--- config.mk ---
export PLATFORM = sky130hd
export DESIGN_NAME = network_interface
export DESIGN_NICKNAME = d
export VERILOG_FILES = /design/src/rtl/network_interface_pkg.sv /design/src/rtl/ni_fifo.sv /design/src/rtl/network_interface.sv
export SDC_FILE = /design/constraint.sdc
export NUM_CORES = 1
export LEC_CHECK = 0
export CORE_ASPECT_RATIO = 0.6
export CORE_MARGIN = 5
export CORE_UTILIZATION = 49
export DETAILED_ROUTE_END_ITERATION = 7
export GPL_ROUTABILITY_DRIVEN = 0
export PLACE_DENSITY = 0.84
export SYNTH_ARGS = -nofsm -noshare
export SYNTH_HDL_FRONTEND = slang
export SYNTH_SLANG_ARGS = --single-unit
--- constraint.sdc ---
create_clock -name CLK -period 2.8 [get_ports CLK]
set_input_delay 0.56 -clock CLK [delete_from_list [all_inputs] [get_ports CLK]]
set_output_delay 0.56 -clock CLK [all_outputs]
set_load 0.05 [all_outputs]
--- src/rtl/network_interface_pkg.sv ---
// Shared types and widths for the SWNET/LWNET network interface.
package network_interface_pkg;
  localparam int PAYLOAD_W = 32;
  localparam int DROP_W    = 8;

  typedef enum logic {
    TX_IDLE = 1'b0,
    TX_SEND = 1'b1
  } tx_state_e;
endpackage

--- src/rtl/ni_fifo.sv ---
// Synchronous FIFO with wrap-bit pointers; storage is not reset, only the pointers are.
module ni_fifo #(
  parameter int DEPTH = 4,
  parameter int WIDTH = 32
) (
  input  logic             i_clk,
  input  logic             i_rst,
  input  logic             i_push,
  input  logic             i_pop,
  input  logic [WIDTH-1:0] i_din,
  output logic [WIDTH-1:0] o_dout,
  output logic             o_full,
  output logic             o_empty
);
  localparam int AW = $clog2(DEPTH);

  logic [WIDTH-1:0] r_mem [DEPTH];
  logic [AW:0]      r_wptr;
  logic [AW:0]      r_rptr;
  logic             w_do_push;
  logic             w_do_pop;

  assign o_full    = (r_wptr[AW] != r_rptr[AW]) && (r_wptr[AW-1:0] == r_rptr[AW-1:0]);
  assign o_empty   = (r_wptr == r_rptr);
  // A push while full is only taken when the head leaves in the same cycle.
  assign w_do_push = i_push & (~o_full | i_pop);
  assign w_do_pop  = i_pop & ~o_empty;
  assign o_dout    = r_mem[r_rptr[AW-1:0]];

  always_ff @(posedge i_clk) begin
    if (i_rst) begin
      r_wptr <= '0;
      r_rptr <= '0;
    end else begin
      if (w_do_push) r_wptr <= r_wptr + 1'b1;
      if (w_do_pop)  r_rptr <= r_rptr + 1'b1;
    end
  end

  always_ff @(posedge i_clk) begin
    if (w_do_push) r_mem[r_wptr[AW-1:0]] <= i_din;
  end
endmodule

--- src/rtl/network_interface.sv ---
// NoC node interface: SWNET -> TX FIFO -> link, link -> node filter -> RX FIFO -> LWNET.
// Optional NI_IRQ_EN adds the registered ni_irq output (RX FIFO non-empty).
module network_interface
  import network_interface_pkg::*;
#(
  parameter int NODE_ID  = 0,
  parameter int ADDR_W   = 4,
  parameter int TX_DEPTH = 4,
  parameter int RX_DEPTH = 4,
  parameter int FLIT_W   = 2*ADDR_W+32
) (
  input  logic              CLK,
  input  logic              RESET,
  input  logic              cpu_write,
  input  logic              cpu_read,
  input  logic [31:0]       cpu_addr,
  input  logic [31:0]       cpu_wdata,
  output logic [31:0]       cpu_rdata,
  output logic              cpu_rvalid,
  output logic              cpu_stall,
  output logic [FLIT_W-1:0] tx_flit,
  output logic              tx_valid,
  input  logic              tx_ready,
  input  logic [FLIT_W-1:0] rx_flit,
  input  logic              rx_valid,
  output logic              rx_ready,
  output logic [7:0]        drop_count
`ifdef NI_IRQ_EN
  ,
  output logic              ni_irq
`endif
);
  localparam logic [ADDR_W-1:0] NODE_ADDR = ADDR_W'(NODE_ID);

  function automatic logic [DROP_W-1:0] sat_inc(input logic [DROP_W-1:0] v);
    return (&v) ? v : v + 1'b1;
  endfunction

  tx_state_e             r_tx_state;
  tx_state_e             w_tx_next;
  logic [FLIT_W-1:0]     r_tx_flit;
  logic [FLIT_W-1:0]     w_tx_din;
  logic [FLIT_W-1:0]     w_tx_dout;
  logic                  w_tx_full;
  logic                  w_tx_empty;
  logic                  w_tx_push;
  logic                  w_tx_pop;

  logic [PAYLOAD_W-1:0]  w_rx_dout;
  logic                  w_rx_full;
  logic                  w_rx_empty;
  logic                  w_rx_xfer;
  logic                  w_rx_match;
  logic                  w_rx_push;
  logic                  w_rx_pop;

  logic [PAYLOAD_W-1:0]  r_rdata;
  logic                  r_rvalid;
  logic [DROP_W-1:0]     r_drop;
  logic                  w_unused;

  // CPU side: write wins an illegal read+write decode.
  assign w_tx_push = cpu_write & ~w_tx_full;
  assign w_rx_pop  = cpu_read & ~w_rx_empty & ~cpu_write;
  assign cpu_stall = (cpu_write & w_tx_full) | (cpu_read & (w_rx_empty | cpu_write));
  assign w_tx_din  = {cpu_addr[ADDR_W-1:0], NODE_ADDR, cpu_wdata};

  ni_fifo #(.DEPTH(TX_DEPTH), .WIDTH(FLIT_W)) u_tx_fifo (
    .i_clk  (CLK),
    .i_rst  (RESET),
    .i_push (w_tx_push),
    .i_pop  (w_tx_pop),
    .i_din  (w_tx_din),
    .o_dout (w_tx_dout),
    .o_full (w_tx_full),
    .o_empty(w_tx_empty)
  );

  always_ff @(posedge CLK) begin
    if (RESET) begin
      r_tx_state <= TX_IDLE;
      r_tx_flit  <= '0;
    end else begin
      r_tx_state <= w_tx_next;
      if (w_tx_pop) r_tx_flit <= w_tx_dout;
    end
  end

  always_comb begin
    w_tx_next = r_tx_state;
    w_tx_pop  = 1'b0;
    case (r_tx_state)
      TX_IDLE: begin
        if (!w_tx_empty) begin
          w_tx_pop  = 1'b1;
          w_tx_next = TX_SEND;
        end
      end
      TX_SEND: begin
        // Refill the output register straight away to sustain 1 flit/cycle.
        if (tx_ready) begin
          if (!w_tx_empty) w_tx_pop  = 1'b1;
          else             w_tx_next = TX_IDLE;
        end
      end
      default: w_tx_next = TX_IDLE;
    endcase
  end

  assign tx_flit  = r_tx_flit;
  assign tx_valid = (r_tx_state == TX_SEND);

  // RX side: no full bypass, so a pop does not reopen rx_ready in the same cycle.
  assign rx_ready   = ~w_rx_full;
  assign w_rx_xfer  = rx_valid & ~w_rx_full;
  assign w_rx_match = (rx_flit[FLIT_W-1 -: ADDR_W] == NODE_ADDR);
  assign w_rx_push  = w_rx_xfer & w_rx_match;

  ni_fifo #(.DEPTH(RX_DEPTH), .WIDTH(PAYLOAD_W)) u_rx_fifo (
    .i_clk  (CLK),
    .i_rst  (RESET),
    .i_push (w_rx_push),
    .i_pop  (w_rx_pop),
    .i_din  (rx_flit[PAYLOAD_W-1:0]),
    .o_dout (w_rx_dout),
    .o_full (w_rx_full),
    .o_empty(w_rx_empty)
  );

  always_ff @(posedge CLK) begin
    if (RESET) begin
      r_rdata  <= '0;
      r_rvalid <= 1'b0;
      r_drop   <= '0;
    end else begin
      r_rvalid <= w_rx_pop;
      if (w_rx_pop) r_rdata <= w_rx_dout;
      if (w_rx_xfer && !w_rx_match) r_drop <= sat_inc(r_drop);
    end
  end

  assign cpu_rdata  = r_rdata;
  assign cpu_rvalid = r_rvalid;
  assign drop_count = r_drop;

`ifdef NI_IRQ_EN
  logic r_irq;

  always_ff @(posedge CLK) begin
    if (RESET) r_irq <= 1'b0;
    else       r_irq <= ~w_rx_empty;
  end

  assign ni_irq = r_irq;
`endif

  assign w_unused = ^{cpu_addr[31:ADDR_W], rx_flit[PAYLOAD_W +: ADDR_W]};
endmodule

==> run metrics, run 1 <==
Rows 47; clock latency on the worst-skew pair 0.52 ns; Initial Util 49.3%; crit path max fanout 35; die width 224 um; DRC viols 0; max-slew violations 0; DP HPWL 18200 um; P_int 9740 uW; Post-Synthesis Cells 805; status finished, final reports clean; Final Skew 0.0213 ns; Gate power share 21.6%; gr ovfl total 0; Pwr Total 13700 uW; DIE AREA 31100 um^2; DR WL/cell 20.8 um; P per Cell Area 814 nW/um^2; DR pass1 iterations 5; Crit Path Category reg2out; top post-synthesis cells by area edfxtp_1 60%, dfxtp_1 13%, mux4_2 11%, nand2_1 4.0%, a21oi_1 2.9%; largest net degree at the start of global routing 55; vias in the first global route 7907; Core Box Area 27400 um^2; Synth Flop Type edfxtp_1; Synth top area share 60.4%; initial antenna violation count 2; Worst Hold Class reg2reg; synth unique cells 40; cts repair resizes 1; post-synthesis sequential area ratio 73.8%; Commonest cells post-synth 272 x edfxtp_1, 145 x nand2_1, 90 x dfxtp_1; crit-path leading delay family XOR/XNOR gates; area leader, netlist edfxtp_1; Setup Fix Bufs, Post-CTS 0; Worst EP required 2.24 ns; Hold Slack 0.453 ns; DRT iter0 DRCs 506; RSZ-0062 raised after global routing no; via count 7417; sw power 3960 uW; Area Growth Syn to Fin 24.6%; Max-Cap Viols 0; Avg Cell Area, Syn 16.8 um^2; CP bufs+invs 2; wire length of the first global-routing pass 45300 um; fin cells 1376; Post-synth EDFFs 272; Tcrit/Tclk final 93.9%; FMAX 380 MHz; Nets 1104; CTS H-tree depth 2; Final ANT Viol Nets 0; Root Driver clkbuf_16; Worst Tran Pin Value 0.748 ns; clock sinks 362; Post-CTS Hold Fix Bufs 0; Seq pwr share 46.0%; via/cell ratio 5.39; die height 139 um; Clock Path Buffers 3; most common cell in the netlist edfxtp_1; worst path arrival time 2.07 ns; Critical Path Sink Type output pin; Clock transition at path regs 0.07 ns; Num CTS Buffers 34; YS warnings 0; slowest stage cell, crit path xnor2_1; Setup WS pre-CTS 0.0173 ns; Lkg Pwr 0.00544 uW; Inst Count DP 1313; Clock power frac 32.4%; CP cell instances buf_6 -> xnor2_1 -> nand4_1 -> nand2_1 -> buf_12; #FFs+latches synth 362; Slew HR 50.1%; share of post-route cells with drive strength above 1 17.8%; PortBufs 157; GRT Overall Usage 18.5%; CTS tree built; Switching Share 28.9%; Hold Fails Final Rpt 0; Final setup violation count 0; slowest stage delay, CP 0.49 ns; Peak supply drop 0.000454 V; min Tclk post-route 2.63 ns; setup ws final 0.170 ns; Synth Cell Area 13500 um^2; DRT Wirelength 28700 um; CP startpoint kind flip-flop; num ports 194; Total Neg Setup Slack 0 ns; ys async rst share 0%
==> cells in the final DEF, fill, tap and decap left out, types with 4 or more instances in the layout <==
cell,Yosys,routed
conb_1,1,4
xnor2_1,9,9
nand3_1,5,5
buf_4,9,15
xor2_1,4,4
inv_1,11,10
clkbuf_1,17,5
and2_2,0,6
edfxtp_1,272,272
or3_1,4,4
nand2_1,145,145
nor2_1,12,12
ha_1,11,11
clkbuf_8,0,7
mux4_2,68,68
buf_12,0,15
clkbuf_16,0,35
a21oi_1,79,79
clkinv_2,0,5
dfxtp_1,90,86
clkdlybuf4s50_1,0,154
o21ai_0,6,6
o31ai_1,5,4
==> metrics by stage <==
| step | utilization, % | instance area [um^2] |
|---|---|---|
| finish | 61.5 | 16800 |
| floorplan | - | 13500 |
| detailed placement | 57.5 | 15700 |
| global placement | 57.5 | 15700 |
| CTS | 61.4 | 16800 |
| global route | 61.5 | 16800 |
==> cell families (layout without fill, tap and decap cells) <==
family | count (synthesis) | in the layout | synth area share [%]
flip-flops | 362 | 362 | 73.8
other | 1 | 5 | 0.0277
buffers and inverters | 58 | 258 | 2.09
AND/OR/NAND/NOR | 187 | 187 | 5.97
XOR/XNOR | 16 | 16 | 1.20
AO/OA/AOI/OAI | 98 | 98 | 4.28
adder cells (fa/ha/maj) | 11 | 11 | 1.02
multiplexers | 72 | 72 | 11.7
==> state kept, by name (all words and copies together) (netlist names) <==
signal            cells
cpu_rdata            32
u_tx_fifo.r_rptr      3
u_rx_fifo.r_wptr      3
u_tx_fifo.r_wptr      3
drop_count            8
tx_valid              1
cpu_rvalid            1
tx_flit              36
u_rx_fifo.r_rptr      3
u_tx_fifo.r_mem     144
u_rx_fifo.r_mem     128
==> worst reg2reg max path, cell delays in order (launching register included) <==
cell and delay (ns):
dfxtp_2 0.35, buf_6 0.35, xnor2_1 0.27, a311oi_2 0.31
buf_4 0.19, and2_2 0.22, buf_12 0.18
==> path summary, 6_finish.rpt <==
path                                          from                         endpoint  slack, ns  depth (start not counted)
setup reg to reg  u_rx_fifo.r_rptr[1]$_SDFFE_PP0P_  u_rx_fifo.r_mem[0][0]$_DFFE_PP_       0.60                          6
hold / removal             tx_flit[2]$_SDFFE_PP0P_          tx_flit[2]$_SDFFE_PP0P_       0.45                          2
setup / recovery  u_rx_fifo.r_rptr[1]$_SDFFE_PP0P_                        cpu_stall       0.17                          5
hold reg to reg            tx_flit[2]$_SDFFE_PP0P_          tx_flit[2]$_SDFFE_PP0P_       0.45                          2
==> per-layer routing <==
metal	vias to the layer above	global-route usage, %	routed length [um]
met5	-	0	12
met4	2	4.61	463
met3	40	4.19	1930
met2	250	28.2	13300
met1	3721	27.5	13000
li1	3404	-	-
==> area by class of cell <==
type / instances / area (um^2)
fillers: 2002 / 10600
flip-flops and latches: 362 / 9980
multi-input cells: 388 / 3310
repair buffers: 186 / 1980
clock buffers: 47 / 991
well taps: 367 / 459
clock inverters: 14 / 86.3
inverters: 11 / 41.3
diodes: 1 / 2.50
==> power groups by stage <==
stage,Combinational (uW),Sequential [uW],Clock [uW]
2_1_floorplan,1220,7140,0
3_3_place_gp,2940,6400,0
3_5_place_dp,2990,6420,0
4_1_cts,3000,6310,4550
5_1_grt,3190,6340,4780
6_report,2960,6300,4450
Note: power is estimated with default switching activity, not from simulation.
==> run 2: changes to the inputs <==
--- a/config.mk
+++ b/config.mk
@@ -11,6 +11,7 @@
 export DETAILED_ROUTE_END_ITERATION = 7
 export GPL_ROUTABILITY_DRIVEN = 0
 export PLACE_DENSITY = 0.84
+export SETUP_SLACK_MARGIN = 0.15
 export SYNTH_ARGS = -nofsm -noshare
 export SYNTH_HDL_FRONTEND = slang
 export SYNTH_SLANG_ARGS = --single-unit
==> constraint.sdc (replaced) <==
create_clock -name CLK -period 2.4 [get_ports CLK]
set_input_delay 0.48 -clock CLK [delete_from_list [all_inputs] [get_ports CLK]]
set_output_delay 0.48 -clock CLK [all_outputs]
set_load 0.05 [all_outputs]
==> run 2 against run 1 <==
Effect of this change: hold slack got worse by 0.075 ns; count of clock-buffer cells in the layout down 11; final cell count grew 1.2%; utilization is 0.83 points higher; sequential share of layout area shrank 0.73 points; clock power up 16%; flip-flop and latch count stayed put; largest power group unchanged.
==> run metrics, run 2 (synthesis results as in run 1) <==
worst path arrival time 1.72 ns; Final ANT Viol Nets 0; sw power 4570 uW; DIE AREA 31100 um^2; CTS tree built; Gate power share 21.9%; commonest non-fill, non-tap cell in the layout edfxtp_1; Nets 1120; Tcrit/Tclk final 91.5%; Rows 47; Area Growth Syn to Fin 26.3%; DR WL/cell 20.3 um; Crit Path Category reg2out; Root Driver clkbuf_16; Cell Area, Placed 15900 um^2; Lkg Pwr 0.00587 uW; GRT Overall Usage 18.0%; Seq pwr share 45.9%; initial antenna violation count 4; CTS H-tree depth 1; slowest stage cell, crit path clkdlybuf4s50_1; Final setup violation count 0; P per Cell Area 939 nW/um^2; share of post-route cells with drive strength above 1 20.4%; via count 7462; Initial Util 49.3%; slowest stage delay, CP 0.82 ns; Num CTS Buffers 31; design area 17100 um^2; Hold Fails Final Rpt 0; P_int 11500 uW; Critical Path Sink Type output pin; Total Neg Setup Slack 0 ns; Clock power frac 32.2%; die width 224 um; DRC viols 0; Slew HR 44.0%; PortBufs 157; Worst Reg-to-Reg Cells 5; Core Box Area 27400 um^2; Clock Path Buffers 3; most frequent cells in the layout 272 x edfxtp_1, 145 x nand2_1, 123 x clkdlybuf4s50_1; FMAX 455 MHz; hold depth 2; clock latency on the worst-skew pair 0.55 ns; wire length of the first global-routing pass 44500 um; max-slew violations 0; Clock transition at path regs 0.07 ns; Worst EP required 1.92 ns; r2r setup slk 0.30 ns; Hold Crit Endpoint tx_flit[19]$_SDFFE_PP0P_; Max-Cap Viols 0; gr ovfl total 0; crit path max fanout 2; DRT iter0 DRCs 538; CP startpoint kind flip-flop; Switching Share 28.5%; Worst Tran Pin Value 0.829 ns; Fill cells 1996; CP Depth 1; DP HPWL 18100 um; RR Startpoint u_tx_fifo.r_wptr[1]$_SDFFE_PP0P_; CP cell instances clkdlybuf4s50_1; Setup WS pre-CTS -0.256 ns; die height 139 um; RR Endpoint u_tx_fifo.r_mem[3][28]$_DFFE_PP_; min Tclk post-route 2.20 ns; clock sinks 362; setup ws final 0.204 ns; status finished, final reports clean; Peak supply drop 0.000668 V; vias in the first global route 7754; crit-path leading delay family buffers and inverters; via/cell ratio 5.36; Largest register FFs 144; CP bufs+invs 1; DRT Wirelength 28300 um; Hold Path Origin RESET; num ports 194; RSZ-0062 raised after global routing yes; Worst Hold Class in2reg; largest net degree at the start of global routing 58; Final Skew 0.00856 ns; DR pass1 iterations 6
-- run 2: power by group through the flow --
stage          clock, uW  sequential (uW)  combinational (uW)
2_1_floorplan          0             8330                1420
3_3_place_gp           0             7470                3470
3_5_place_dp           0             7490                3520
4_1_cts             5290             7370                3530
5_1_grt             5560             7410                3760
6_report            5160             7360                3510
-- run 2: per-layer routing --
metal | routed length [um] | up-vias | track usage [%]
li1 | - | 3419 | -
met1 | 12500 | 3795 | 25.9
met2 | 13500 | 213 | 28.8
met3 | 1780 | 31 | 4.15
met4 | 391 | 4 | 3.23
met5 | 34 | - | 0
-- run 2: layout make-up --
class                           instances  area, um^2  share of cell area (%)
Inverter                               11        41.3                   0.242
Tap cell                              367         459                    2.69
Sequential cell                       362        9990                    58.5
Multi-Input combinational cell        388        3410                    20.0
Clock buffer                           36         815                    4.77
Timing Repair Buffer                  205        2120                    12.4
Antenna cell                            2        5.00                  0.0293
Clock inverter                         21         243                    1.42
-- run 2: stage by stage --
step	cells	utilization (%)	power [uW]	hold slack, ns
final	1392	62.3	16000	0.379
after global routing	1392	62.3	16700	0.378
after CTS	1385	61.9	16200	0.348
after detailed placement	1328	57.8	11000	0.446
after global placement	1328	57.8	10900	0.442
after floorplan	808	-	9760	0.495
-- run 2: how the worst max path moves through the flow --
stage,start,slack [ns],endpoint
finish,cpu_rdata[5]$_SDFFE_PP0P_,0.20,cpu_rdata[5]
global route,u_rx_fifo.r_wptr[0]$_SDFFE_PP0P_,0.12,cpu_stall
CTS,u_tx_fifo.r_wptr[0]$_SDFFE_PP0P_,0.04,cpu_stall
detailed placement,rx_flit[37],-0.26,u_rx_fifo.r_mem[1][24]$_DFFE_PP_
global placement,rx_flit[37],-0.20,u_rx_fifo.r_mem[0][12]$_DFFE_PP_
floorplan,rx_flit[37],-0.07,u_rx_fifo.r_mem[3][0]$_DFFE_PP_
-- run 2: what timing repair did --
action                                  4_1_cts  5_1_grt
endpoints found under the setup margin       18       17
hold buffers                                  0        0
buffers inserted                              0        5
resized for setup                            24       25
cloned                                        0        0
pin swaps                                     2        4
==> run 3: changes to the inputs <==
--- a/config.mk
+++ b/config.mk
@@ -8,6 +8,7 @@
 export CORE_ASPECT_RATIO = 0.6
 export CORE_MARGIN = 5
 export CORE_UTILIZATION = 49
+export CTS_CLUSTER_DIAMETER = 120
 export DETAILED_ROUTE_END_ITERATION = 7
 export GPL_ROUTABILITY_DRIVEN = 0
 export PLACE_DENSITY = 0.84
==> results of run 3 <==
The final DEF is identical to that of run 2; final timing and power are the same.
